==> config.mk <==
export PLATFORM = sky130hd
export DESIGN_NAME = bitonic_sched
export DESIGN_NICKNAME = d
export VERILOG_FILES = /design/src/rtl/bitonic_pkg.sv /design/src/rtl/bitonic_cx_cmp.sv /design/src/rtl/bitonic_sched.sv
export SDC_FILE = /design/constraint.sdc
export NUM_CORES = 1
export LEC_CHECK = 0
export ABC_AREA = 0
export BUFFER_PORTS_ARGS = -buffer_cell sky130_fd_sc_hd__buf_2
export CORE_MARGIN = 5
export CORE_UTILIZATION = 50
export CTS_CLUSTER_DIAMETER = 120
export DETAILED_ROUTE_END_ITERATION = 16
export HOLD_SLACK_MARGIN = 0.1
export PLACE_DENSITY = 0.63
export SLEW_MARGIN = 20
export SYNTH_ARGS = -nofsm -noshare
export SYNTH_HDL_FRONTEND = slang
export SYNTH_HIERARCHICAL = 1
export SYNTH_SLANG_ARGS = --single-unit
==> constraint.sdc <==
create_clock -name clk -period 7.6 [get_ports clk]
set_clock_uncertainty 0.15 [all_clocks]
set_input_delay 0.76 -clock clk [delete_from_list [all_inputs] [get_ports clk]]
set_output_delay 0.76 -clock clk [all_outputs]
set_load 0.005 [all_outputs]
==> src/rtl/bitonic_pkg.sv <==
// ============================================================================
// Module      : bitonic_pkg
// Description : State encoding and schedule helpers shared by the iterative
//               bitonic sorter controller.
// Revision    : 1.0 - initial release
// ============================================================================
`default_nettype none

package bitonic_pkg;

    typedef enum logic [1:0] {
        ST_LOAD  = 2'd0,
        ST_SORT  = 2'd1,
        ST_DRAIN = 2'd2
    } state_t;

    // Number of compare-exchange steps in a full bitonic network of 2**log_n keys.
    function automatic int sort_cycles(input int log_n);
        return ((1 << log_n) / 2) * log_n * (log_n + 1) / 2;
    endfunction

    // Inserts a zero bit at position s of p: lower index of the pair p at distance 2**s.
    function automatic logic [31:0] pair_lo(input logic [31:0] p, input logic [31:0] s);
        return ((p >> s) << (s + 32'd1)) | (p & ((32'd1 << s) - 32'd1));
    endfunction

endpackage

`default_nettype wire

==> src/rtl/bitonic_cx_cmp.sv <==
// ============================================================================
// Module      : bitonic_cx_cmp
// Description : Shared compare stage; flags when a key pair must be exchanged
//               to respect the requested direction. Equal keys never swap.
// Revision    : 1.0 - initial release
// ============================================================================
`default_nettype none

module bitonic_cx_cmp #(
    parameter int DATA_WIDTH = 4
) (
    input  logic [DATA_WIDTH-1:0] a,
    input  logic [DATA_WIDTH-1:0] b,
    input  logic                  asc,
    output logic                  swap
);

    assign swap = asc ? (a > b) : (a < b);

endmodule

`default_nettype wire

==> src/rtl/bitonic_sched.sv <==
// ============================================================================
// Module      : bitonic_sched
// Description : Iterative bitonic sorter: loads N keys, walks the bitonic
//               schedule one compare-exchange per cycle, then streams out.
//               Optional macro BITONIC_SCHED_STATS_EN adds a swap counter.
// Revision    : 1.0 - initial release
// ============================================================================
`default_nettype none

module bitonic_sched
    import bitonic_pkg::*;
#(
    parameter int DATA_WIDTH = 4,
    parameter int LOG_N      = 3
) (
    input  logic                  clk,
    input  logic                  rst,
    input  logic                  ASCENDING,
    input  logic                  in_valid,
    output logic                  in_ready,
    input  logic [DATA_WIDTH-1:0] in_data,
    output logic                  out_valid,
    input  logic                  out_ready,
    output logic [DATA_WIDTH-1:0] out_data,
    output logic                  out_last,
    output logic                  busy
`ifdef BITONIC_SCHED_STATS_EN
    ,
    output logic [$clog2(sort_cycles(LOG_N)+1)-1:0] swap_count
`endif
);

    localparam int c_n    = 1 << LOG_N;
    localparam int c_half = c_n / 2;

    state_t                r_state;
    state_t                w_state_next;
    logic [LOG_N-1:0]      r_wr_idx;
    logic [LOG_N-1:0]      r_rd_idx;
    logic [LOG_N-1:0]      r_k_exp;
    logic [LOG_N-1:0]      r_j_exp;
    logic [LOG_N-1:0]      r_p;
    logic                  r_dir;
    logic [DATA_WIDTH-1:0] r_mem [c_n];

    logic                  w_accept;
    logic                  w_out_fire;
    logic                  w_load_done;
    logic                  w_last_pair;
    logic                  w_p_last;
    logic [LOG_N-1:0]      w_lo;
    logic [LOG_N-1:0]      w_hi;
    logic [31:0]           w_kmask;
    logic                  w_kbit;
    logic                  w_asc;
    logic [DATA_WIDTH-1:0] w_a;
    logic [DATA_WIDTH-1:0] w_b;
    logic                  w_swap;

    // ------------------------------------------------------------------
    // Handshakes and status
    // ------------------------------------------------------------------
    assign in_ready    = (r_state == ST_LOAD) && !rst;
    assign w_accept    = in_valid && in_ready;
    assign w_load_done = w_accept && (r_wr_idx == LOG_N'(c_n - 1));

    assign out_valid   = (r_state == ST_DRAIN);
    assign out_data    = out_valid ? r_mem[r_rd_idx] : '0;
    assign out_last    = out_valid && (r_rd_idx == LOG_N'(c_n - 1));
    assign w_out_fire  = out_valid && out_ready;
    assign busy        = (r_state != ST_LOAD);

    // ------------------------------------------------------------------
    // Pair addressing for the current (k, j, p) point of the schedule
    // ------------------------------------------------------------------
    assign w_lo    = LOG_N'(pair_lo(32'(r_p), 32'(r_j_exp)));
    assign w_hi    = w_lo | LOG_N'(32'd1 << r_j_exp);
    // k = 2 << k_exp; for k == N the mask lies above the index and yields 0.
    assign w_kmask = 32'd2 << r_k_exp;
    assign w_kbit  = |(32'(w_lo) & w_kmask);
    assign w_asc   = r_dir ^ w_kbit;

    assign w_a = r_mem[w_lo];
    assign w_b = r_mem[w_hi];

    assign w_p_last    = (r_p == LOG_N'(c_half - 1));
    assign w_last_pair = w_p_last && (r_j_exp == '0) && (r_k_exp == LOG_N'(LOG_N - 1));

    bitonic_cx_cmp #(
        .DATA_WIDTH (DATA_WIDTH)
    ) u_cx_cmp (
        .a    (w_a),
        .b    (w_b),
        .asc  (w_asc),
        .swap (w_swap)
    );

    // ------------------------------------------------------------------
    // Controller
    // ------------------------------------------------------------------
    always_ff @(posedge clk or posedge rst) begin
        if (rst) begin
            r_state <= ST_LOAD;
        end else begin
            r_state <= w_state_next;
        end
    end

    always_comb begin
        w_state_next = r_state;
        case (r_state)
            ST_LOAD:  if (w_load_done) w_state_next = ST_SORT;
            ST_SORT:  if (w_last_pair) w_state_next = ST_DRAIN;
            ST_DRAIN: if (w_out_fire && out_last) w_state_next = ST_LOAD;
            default:  w_state_next = ST_LOAD;
        endcase
    end

    // ------------------------------------------------------------------
    // Index counters and latched sort direction
    // ------------------------------------------------------------------
    always_ff @(posedge clk or posedge rst) begin
        if (rst) begin
            r_wr_idx <= '0;
            r_rd_idx <= '0;
            r_k_exp  <= '0;
            r_j_exp  <= '0;
            r_p      <= '0;
            r_dir    <= 1'b0;
        end else begin
            case (r_state)
                ST_LOAD: begin
                    if (w_accept) begin
                        if (r_wr_idx == '0) begin
                            r_dir <= ASCENDING;
                        end
                        if (w_load_done) begin
                            r_wr_idx <= '0;
                            r_k_exp  <= '0;
                            r_j_exp  <= '0;
                            r_p      <= '0;
                        end else begin
                            r_wr_idx <= r_wr_idx + LOG_N'(1);
                        end
                    end
                end
                ST_SORT: begin
                    if (w_last_pair) begin
                        r_rd_idx <= '0;
                    end else if (w_p_last) begin
                        r_p <= '0;
                        if (r_j_exp == '0) begin
                            // Next merge stage starts with j = k/2, i.e. s = new k_exp.
                            r_k_exp <= r_k_exp + LOG_N'(1);
                            r_j_exp <= r_k_exp + LOG_N'(1);
                        end else begin
                            r_j_exp <= r_j_exp - LOG_N'(1);
                        end
                    end else begin
                        r_p <= r_p + LOG_N'(1);
                    end
                end
                ST_DRAIN: begin
                    if (w_out_fire) begin
                        if (out_last) begin
                            r_rd_idx <= '0;
                            r_wr_idx <= '0;
                        end else begin
                            r_rd_idx <= r_rd_idx + LOG_N'(1);
                        end
                    end
                end
                default: ;
            endcase
        end
    end

    // ------------------------------------------------------------------
    // Key buffer: written by the loader or by the exchange, never both
    // ------------------------------------------------------------------
    always_ff @(posedge clk) begin
        if (w_accept) begin
            r_mem[r_wr_idx] <= in_data;
        end else if ((r_state == ST_SORT) && w_swap) begin
            r_mem[w_lo] <= w_b;
            r_mem[w_hi] <= w_a;
        end
    end

`ifdef BITONIC_SCHED_STATS_EN
    localparam int c_sc_w = $clog2(sort_cycles(LOG_N) + 1);

    logic [c_sc_w-1:0] r_swap_count;

    always_ff @(posedge clk or posedge rst) begin
        if (rst) begin
            r_swap_count <= '0;
        end else if (w_load_done) begin
            r_swap_count <= '0;
        end else if ((r_state == ST_SORT) && w_swap) begin
            r_swap_count <= r_swap_count + c_sc_w'(1);
        end
    end

    assign swap_count = r_swap_count;
`endif

endmodule

`default_nettype wire

==> results.py, run 1 <==
metrics = {
    "critical_path": {
        "worstSetupPathType": "register to register",
        "max_stage_delay_ns": 0.72,
        "slowest_stage": "mux4_2",
        "crit_chain": "inv_1, ha_1, nor2b_4, inv_2, ha_1, xnor2_1, a2bb2oi_2, mux4_2, inv_1, inv_1, ha_1, inv_1, a21oi_2, o21ai_1, mux2i_1, and2_1, nand2_1, nor3_2, o21bai_1",
        "crit_top_cell": "inv_1",
        "worstSetupEndpointType": "register",
        "start_kind": "register",
        "crit_arrival_ns": 5.65,
        "cp_max_fo": 9,
        "required_ns": 7.43,
    },
    "die": {
        "core_area_sq_um": 7770,
        "num_rows": 32,
        "ios": 17,
        "die_x_microns": 99.5,
        "die_y_microns": 99.5,
        "initial_core_util_pct": 51.6,
        "die_area_sq_um": 9910,
    },
    "synthesis": {
        "syn-num-nets": 396,
        "syn_area_sq_um": 4010,
        "synth_ff_type": "edfxtp_1",
        "ys_types": 63,
        "synth_fa_ha_area_share_pct": 6.24,
        "synth-simple-area-share_pct": 12.3,
        "synth_edf_count": 32,
        "yosysWarningCount": 6,
        "synth_top_family_by_area": "multiplexers",
        "async_flop_share_pct": 36.0,
        "synth_seq_cells": 50,
        "synthesis.instances": 367,
        "syn_area_per_cell_sq_um": 10.9,
        "synthMuxAreaShare_pct": 24.7,
        "seq_area_frac_synth_pct": 35.2,
        "synth_compound_area_share_pct": 15.8,
        "synth_xor_area_share_pct": 0.874,
    },
    "clocking": {
        "cts_resized": 0,
        "htree_levels": 2,
        "clkTransAtPathRegs_ns": 0.11,
        "numCtsBuffers": 5,
        "clockRootBuffer": "clkbuf_8",
        "cts_tree": "built",
        "cts_hold_buf": 0,
        "clk_latency_ns": 0.32,
        "post-cts-setup-buffers": 0,
        "clockBufferDepth": 2,
        "clock_sinks": 50,
    },
    "global_route": {
        "grt_first_pass_wirelength_microns": 16800,
        "track_usage_pct": 21.9,
        "grt_pass1_vias": 2909,
        "gr-total-overflow": 0,
        "antenna_found_initial": 0,
        "grt_max_degree": 21,
    },
    "sta": {
        "fin_tns_setup_ns": 0,
        "hold_violations": 0,
        "slew_viol_final": 0,
        "finalCritPeriodShare_pct": 76.5,
        "setup_viol": 0,
        "slew_headroom_pct": 36.7,
        "layout_min_cycle_time_ns": 5.82,
        "tightest_slew_ns": 0.948,
        "fmax_mhz": 172,
        "rsz0062_at_grt": "no",
    },
    "route": {
        "drc_errors": 0,
        "routed_wl_microns": 10600,
        "final_antenna_net_count": 0,
        "vias": 3039,
        "first_pass_iters": 5,
        "wl_per_cell_microns": 22.0,
        "drtIter0Drc": 413,
        "via_per_inst": 6.29,
    },
    "finish": {
        "layout.cells.non_filler": 483,
        "nNetsFinal": 409,
        "regArea_sq_um": 1410,
        "drive_gt1_share_pct": 19.2,
        "antennaDiodeCount": 0,
        "area_growth_pct": 5.90,
        "n_fill_cell": 687,
        "multi_input_area_sq_um": 2400,
    },
    "flow_run": {
        "cap_violations": 0,
    },
    "run_status": {
        "status": "complete, no violations",
    },
    "worst_hold_path": {
        "hold_path.class": "register to register",
    },
    "placed_design": {
        "gp_congestion": 0.930,
        "placed_cells": 475,
        "io_buffers": 16,
        "hpwlAfterDp_microns": 8000,
    },
    "pwr": {
        "powerDensity_nw_per_um2": 190,
        "total_leakage_power_nw": 1.71,
        "ir_drop_mv": 0.0759,
    },
}
[cell usage after synthesis, types with 5 or more instances]
cell type,number,area (sq um)
a21oi_1,11,55.1
a22oi_1,6,45.0
dfrtp_1,18,450
edfxtp_1,32,961
ha_1,20,250
inv_1,23,86.3
inv_2,5,18.8
mux2_2,6,67.6
mux2i_1,64,641
mux4_2,12,270
nand2_1,34,128
nand2b_1,11,68.8
nand3_1,10,50.1
nor2_1,11,41.3
o21ai_0,13,65.1
o21ai_1,5,25.0
[routing by layer]
| layer | share of wire (%) | wire length [microns] | vias up | track usage [%] |
|---|---|---|---|---|
| li1 | - | - | 1413 | - |
| met1 | 45 | 4820 | 1460 | 33.2 |
| met2 | 43 | 4540 | 154 | 31.5 |
| met3 | 11 | 1140 | 12 | 6.03 |
| met4 | 0.91 | 97 | 0 | 3.89 |
| met5 | 0 | 0 | - | 0 |
[final timing paths]
path / startpoint / end / slack [ns] / depth (start not counted)
min in group asynchronous: rst / r_j_exp[2] / 0.45 / 2
worst min-delay path: r_dir / r_dir / 0.42 / 1
worst max-delay path: r_j_exp[0] / r_mem[6][1] / 1.78 / 19
max in group asynchronous: rst / r_rd_idx[2] / 6.35 / 2
worst min register to register: r_dir / r_dir / 0.42 / 1
worst max register to register: r_j_exp[0] / r_mem[6][1] / 1.78 / 19
[through the flow]
step           worst slack [ns]  instance area [sq um]  utilization (%)  power, mW  hold WS [ns]
6_report                   1.78                   4250             54.7      0.807         0.424
5_1_grt                    1.41                   4250             54.7      0.854         0.461
4_1_cts                    1.82                   4250             54.7      0.812         0.438
3_5_place_dp               1.85                   4150             53.4      0.639         0.408
3_3_place_gp               1.93                   4150             53.4      0.634         0.385
2_1_floorplan              2.79                   4010                -      0.560         0.350
[worst max-delay path: cells and delay by family, from the launching register on]
family | cells | cell delay [ns]
buf+inv | 5 | 0.52
simple gates | 4 | 1.46
mux | 2 | 0.94
xor+xnor | 1 | 0.20
flops | 1 | 0.47
compound gates | 4 | 1.06
fa+ha+maj | 3 | 0.69
[power by group]
part	switching (mW)	internal, mW	total (mW)
logic	0.127	0.128	0.255
registers	0.0577	0.319	0.376
clock network	0.107	0.0682	0.176
[area by class of cell]
class / count / share of cell area (%)
Multi-Input combinational cell: 276 / 56.6
Clock buffer: 5 / 1.62
Inverter: 28 / 2.48
Sequential cell: 50 / 33.2
Timing Repair Buffer: 19 / 2.42
Tap cell: 102 / 3.01
Clock inverter: 3 / 0.619
[sequential cells by signal, indices dropped and copies added (netlist names)]
name      flops
r_k_exp       3
r_dir         1
r_j_exp       3
r_rd_idx      3
r_p           3
r_state       2
r_wr_idx      3
r_mem        32
[cell families (layout without fill, tap and decap cells)]
group,Yosys count,after routing
AND/OR/NAND/NOR,90,90
XOR/XNOR,4,4
adder cells (fa/ha/maj),20,20
multiplexers,83,83
buffers and inverters,41,55
flip-flops,50,50
AO/OA/AOI/OAI,79,79
[cell usage in the layout, fill, tap and decap left out, types with 3 or more instances in the layout]
master	n
a22oi_2	3
nor3_1	3
buf_4	3
and3_1	4
dfrtp_1	18
nor2b_1	4
inv_2	5
o221ai_2	4
nor2_1	11
edfxtp_1	32
clkbuf_8	5
a22oi_1	6
buf_2	16
xnor2_1	3
mux2_2	6
o21ai_1	5
o21ai_0	13
inv_1	23
nor3_2	3
a21oi_1	11
nand2b_1	11
a221oi_1	4
ha_1	20
nand2_1	34
o21bai_1	4
nand3_1	10
mux4_2	12
mux2i_1	64
and2_1	3
Note: power is estimated with default switching activity, not from simulation.
==> run 2: changes to the inputs <==
Settings changed: PLACE_DENSITY 0.63 to 0.65.
Clock period 7.6 ns to 4.8 ns, I/O delays scaled along.
==> results.py, run 2 (synthesized netlist as in run 1, its figures left out) <==
metrics = {
    "clocking": {
        "numCtsBuffers": 5,
        "cts_tree": "built",
        "clockBufferDepth": 2,
        "htree_levels": 2,
        "clk_latency_ns": 0.32,
        "clock_sinks": 50,
        "clkTransAtPathRegs_ns": 0.12,
        "clockRootBuffer": "clkbuf_8",
    },
    "critical_path": {
        "crit_top_cell": "inv_1",
        "cp_num_buf_inv": 8,
        "slowest_stage": "mux4_2",
        "worstSetupEndpointType": "register",
        "worstSetupPathType": "register to register",
        "required_ns": 4.75,
        "crit_arrival_ns": 4.45,
        "start_kind": "register",
        "max_stage_delay_ns": 0.55,
        "crit_chain": "inv_1, ha_1, nor2b_4, inv_2, ha_1, xnor2_2, a2bb2oi_4, mux4_2, inv_1, inv_1, ha_1, inv_1, a21oi_2, o21ai_1, mux2i_1, and2_2, buf_4, nand3_4, o221ai_4, buf_4, inv_2",
        "cp_max_fo": 8,
        "critPathTopFamily": "compound AO/OA/AOI/OAI gates",
    },
    "sta": {
        "hold_violations": 0,
        "slew_headroom_pct": 48.0,
        "timing.final.ws_setup_ns": 0.304,
        "finalCritPeriodShare_pct": 93.7,
        "fmax_mhz": 222,
        "hold-worst-slack_ns": 0.163,
        "fin_tns_setup_ns": 0,
        "slew_viol_final": 0,
        "layout_min_cycle_time_ns": 4.50,
        "rsz0062_at_grt": "no",
        "setup_viol": 0,
        "tightest_slew_ns": 0.779,
    },
    "global_route": {
        "use_met1_pct": 34.0,
        "gr-total-overflow": 0,
        "grt_max_degree": 27,
        "track_usage_pct": 22.3,
        "grt_first_pass_wirelength_microns": 17100,
        "antenna_found_initial": 0,
        "grt_busiest_layer": "met1",
        "grtUsageMet3_pct": 3.79,
        "grt_util_met2_pct": 33.8,
        "grt_pass1_vias": 3016,
    },
    "finish": {
        "n_fill_cell": 661,
        "area_growth_pct": 15.4,
        "layout_common_cells": "mux2i_1 (64), buf_4 (35), nand2_1 (33)",
        "nNetsFinal": 444,
        "final_common_cell": "mux2i_1",
        "largest_register": "r_mem",
        "antennaDiodeCount": 0,
        "regArea_sq_um": 1410,
        "multi_input_area_sq_um": 2480,
        "drive_gt1_share_pct": 27.4,
        "largest_register_ffs": 32,
    },
    "pwr": {
        "power_mw": 1.32,
        "total_leakage_power_nw": 1.93,
        "powerDensity_nw_per_um2": 286,
        "ir_drop_mv": 0.129,
    },
    "route": {
        "routed_wl_microns": 10900,
        "first_pass_iters": 5,
        "drtIter0Drc": 369,
        "final_antenna_net_count": 0,
        "wl_per_cell_microns": 21.0,
        "drc_errors": 0,
        "vias": 3157,
        "via_per_inst": 6.09,
    },
    "die": {
        "die_area_sq_um": 9910,
        "num_rows": 32,
        "core_area_sq_um": 7770,
        "initial_core_util_pct": 51.6,
        "die_y_microns": 99.5,
        "ios": 17,
        "die_x_microns": 99.5,
    },
    "run_status": {
        "status": "complete, no violations",
    },
    "placed_design": {
        "io_buffers": 16,
        "gp_congestion": 0.942,
        "hpwlAfterDp_microns": 8270,
        "preCtsSetupSlack_ns": 0.103,
    },
    "worst_hold_path": {
        "hold_path.class": "primary input to async pin",
    },
    "flow_run": {
        "cap_violations": 0,
    },
}
[run 2: cell count changes in the layout (fill, tap and decap cells not counted), sizes merged]
cell  before  now
buf       19   54
[run 2: metrics by stage]
| step | util (%) | cells | cell area [sq um] |
|---|---|---|---|
| after floorplan | - | 367 | 4020 |
| after global placement | 56.6 | 503 | 4400 |
| after detailed placement | 56.6 | 503 | 4400 |
| after CTS | 57.9 | 511 | 4490 |
| after global routing | 59.6 | 518 | 4630 |
| final | 59.6 | 518 | 4630 |
[run 2: repair_timing]
item | in CTS | in global routing
buffers inserted | 0 | 7
endpoints found under the setup margin | 0 | 60
hold buffers | 0 | 0
resized for setup | 0 | 11
[run 2: routing by layer]
| metal | routed length, microns | vias to the layer above |
|---|---|---|
| met4 | 72 | 0 |
| met3 | 895 | 8 |
| met5 | 0 | - |
| met2 | 4720 | 151 |
| met1 | 5160 | 1515 |
| li1 | - | 1483 |
[run 2: power breakdown]
group / switching [mW] / total [mW] / internal [mW]
clock: 0.173 / 0.283 / 0.110
combinational: 0.216 / 0.442 / 0.225
sequential: 0.0928 / 0.597 / 0.504
[run 2: worst paths after layout]
check                                start          end  slack [ns]  depth (start not counted)
max in group asynchronous              rst  r_wr_idx[0]        3.85                          2
worst min register to register       r_dir        r_dir        0.41                          1
worst max-delay path            r_j_exp[1]  r_mem[0][0]        0.30                         21
worst max register to register  r_j_exp[1]  r_mem[0][0]        0.30                         21
min in group clk                 ASCENDING        r_dir        0.25                          2
worst min-delay path                   rst   r_state[0]        0.16                          2
[run 2: cell type report]
type / count / share of cell area [%]
clock buffers: 5 / 1.49
clock inverters: 3 / 0.622
inverters: 28 / 2.27
multi-input cells: 276 / 53.7
flip-flops and latches: 50 / 30.5
well taps: 102 / 2.76
repair buffers: 54 / 8.71
==> run 3: changes to the inputs <==
Settings changed: SETUP_SLACK_MARGIN set to 0.4.
==> results.py, run 3 (synthesized netlist as in run 1, its figures left out) <==
metrics = {
    "sta": {
        "hold_violations": 0,
        "slew_headroom_pct": 36.7,
        "rsz0062_at_grt": "no",
        "layout_min_cycle_time_ns": 4.30,
        "fmax_mhz": 232,
        "tightest_slew_ns": 0.947,
        "finalCritPeriodShare_pct": 89.6,
        "hold-worst-slack_ns": 0.152,
        "setup_viol": 0,
        "fin_tns_setup_ns": 0,
        "slew_viol_final": 0,
    },
    "die": {
        "die_area_sq_um": 9910,
        "num_rows": 32,
        "core_area_sq_um": 7770,
        "initial_core_util_pct": 51.6,
        "ios": 17,
        "die_y_microns": 99.5,
        "die_x_microns": 99.5,
    },
    "pwr": {
        "ir_drop_mv": 0.142,
        "powerDensity_nw_per_um2": 277,
        "power_mw": 1.34,
        "total_leakage_power_nw": 1.97,
    },
    "clocking": {
        "numCtsBuffers": 5,
        "clockBufferDepth": 2,
        "cts_hold_buf": 0,
        "clock_sinks": 50,
        "clk_latency_ns": 0.32,
        "cts_tree": "built",
        "clockRootBuffer": "clkbuf_8",
        "htree_levels": 2,
        "clkTransAtPathRegs_ns": 0.11,
    },
    "flow_run": {
        "cap_violations": 0,
    },
    "finish": {
        "drive_gt1_share_pct": 33.6,
        "layout_common_cells": "mux2i_1 (62), edfxtp_1 (32), nand2_1 (30)",
        "nNetsFinal": 445,
        "final_common_cell": "mux2i_1",
        "largest_register_ffs": 32,
        "largest_register": "r_mem",
        "multi_input_area_sq_um": 2640,
        "layout.cells.non_filler": 519,
        "antennaDiodeCount": 0,
        "area_growth_pct": 20.7,
        "regArea_sq_um": 1410,
        "final_util_pct": 62.3,
        "n_fill_cell": 624,
    },
    "route": {
        "routed_wl_microns": 11200,
        "first_pass_iters": 5,
        "drc_errors": 0,
        "via_per_inst": 6.26,
        "drtIter0Drc": 307,
        "vias": 3250,
        "wl_per_cell_microns": 21.5,
        "final_antenna_net_count": 0,
    },
    "global_route": {
        "grt_first_pass_wirelength_microns": 17600,
        "antenna_found_initial": 0,
        "gr-total-overflow": 0,
        "grt_pass1_vias": 3205,
        "track_usage_pct": 22.9,
        "grt_max_degree": 27,
    },
    "critical_path": {
        "cp_max_fo": 10,
        "worstSetupPathType": "register to register",
        "start_kind": "register",
        "required_ns": 4.72,
        "crit_arrival_ns": 4.22,
        "slowest_stage": "mux4_2",
        "crit_chain": "buf_6, ha_4, nor4b_4, a22oi_2, buf_4, clkbuf_16, mux2i_1, mux4_2, inv_1, ha_1, a21oi_2, o21ai_2, mux2i_2, and2_4, nand3_4, o221ai_2, buf_6, mux2i_1",
        "max_stage_delay_ns": 0.48,
        "worstSetupEndpointType": "register",
    },
    "placed_design": {
        "io_buffers": 16,
        "hpwlAfterDp_microns": 8510,
        "placed_cells": 497,
        "gp_congestion": 0.952,
    },
    "run_status": {
        "status": "complete, no violations",
    },
    "worst_hold_path": {
        "hold_path.class": "primary input to async pin",
    },
}
==> run 3: report_power, final <==
group	switching (mW)	internal [mW]	leakage, nW
Combinational	0.233	0.235	1.43
Clock	0.168	0.109	0.0506
Sequential	0.0890	0.504	0.493
==> run 3: worst paths after layout <==
kind	from	endpoint	slack (ns)	cells past startpoint
max in group asynchronous	rst	r_j_exp[0]	3.82	2
worst min-delay path	rst	r_k_exp[2]	0.15	2
min in group clk	ASCENDING	r_dir	0.24	2
worst min register to register	r_dir	r_dir	0.43	1
worst max register to register	r_j_exp[0]	r_mem[1][0]	0.50	18
worst max-delay path	r_j_exp[0]	r_mem[1][0]	0.50	18
==> run 3: area by class of cell <==
type	instances	area share (%)
timing repair buffer	55	9.41
sequential	50	29.2
multi-input combinational	276	54.5
clock buffer	5	1.42
inverter	28	2.22
tap	102	2.64
clock inverter	3	0.595
==> run 3: critical path: cells and delay by family, from the launching register on <==
family                   cells  cell delay (ns)
buffers and inverters        5             0.74
AND/OR/NAND/NOR              3             0.77
flip-flops                   1             0.45
adder cells (fa/ha/maj)      2             0.42
multiplexers                 4             0.94
AO/OA/AOI/OAI                4             0.57
==> run 3: per-stage QoR <==
stage                     cell area (sq um)  setup slack (ns)
after floorplan                        4080             0.406
after global placement                 4410             0.168
after detailed placement               4410             0.160
after CTS                              4600             0.399
after global routing                   4840             0.387
final                                  4840             0.499
==> run 3: per-layer routing <==
metal / share of wire, % / global-route usage [%] / vias up
met2: 45 / 34.3 / 134
met4: 1.8 / 7.35 / 0
li1: - / - / 1484
met3: 6.4 / 3.51 / 18
met5: 0 / 0 / -
met1: 47 / 34.0 / 1614
==> run 3: timing repair <==
action                     in CTS  in global routing
pin swaps                       2                 11
cloned                          0                  2
setup endpoints to repair      64                 64
buffers inserted                4                  8
resized for setup              16                 26
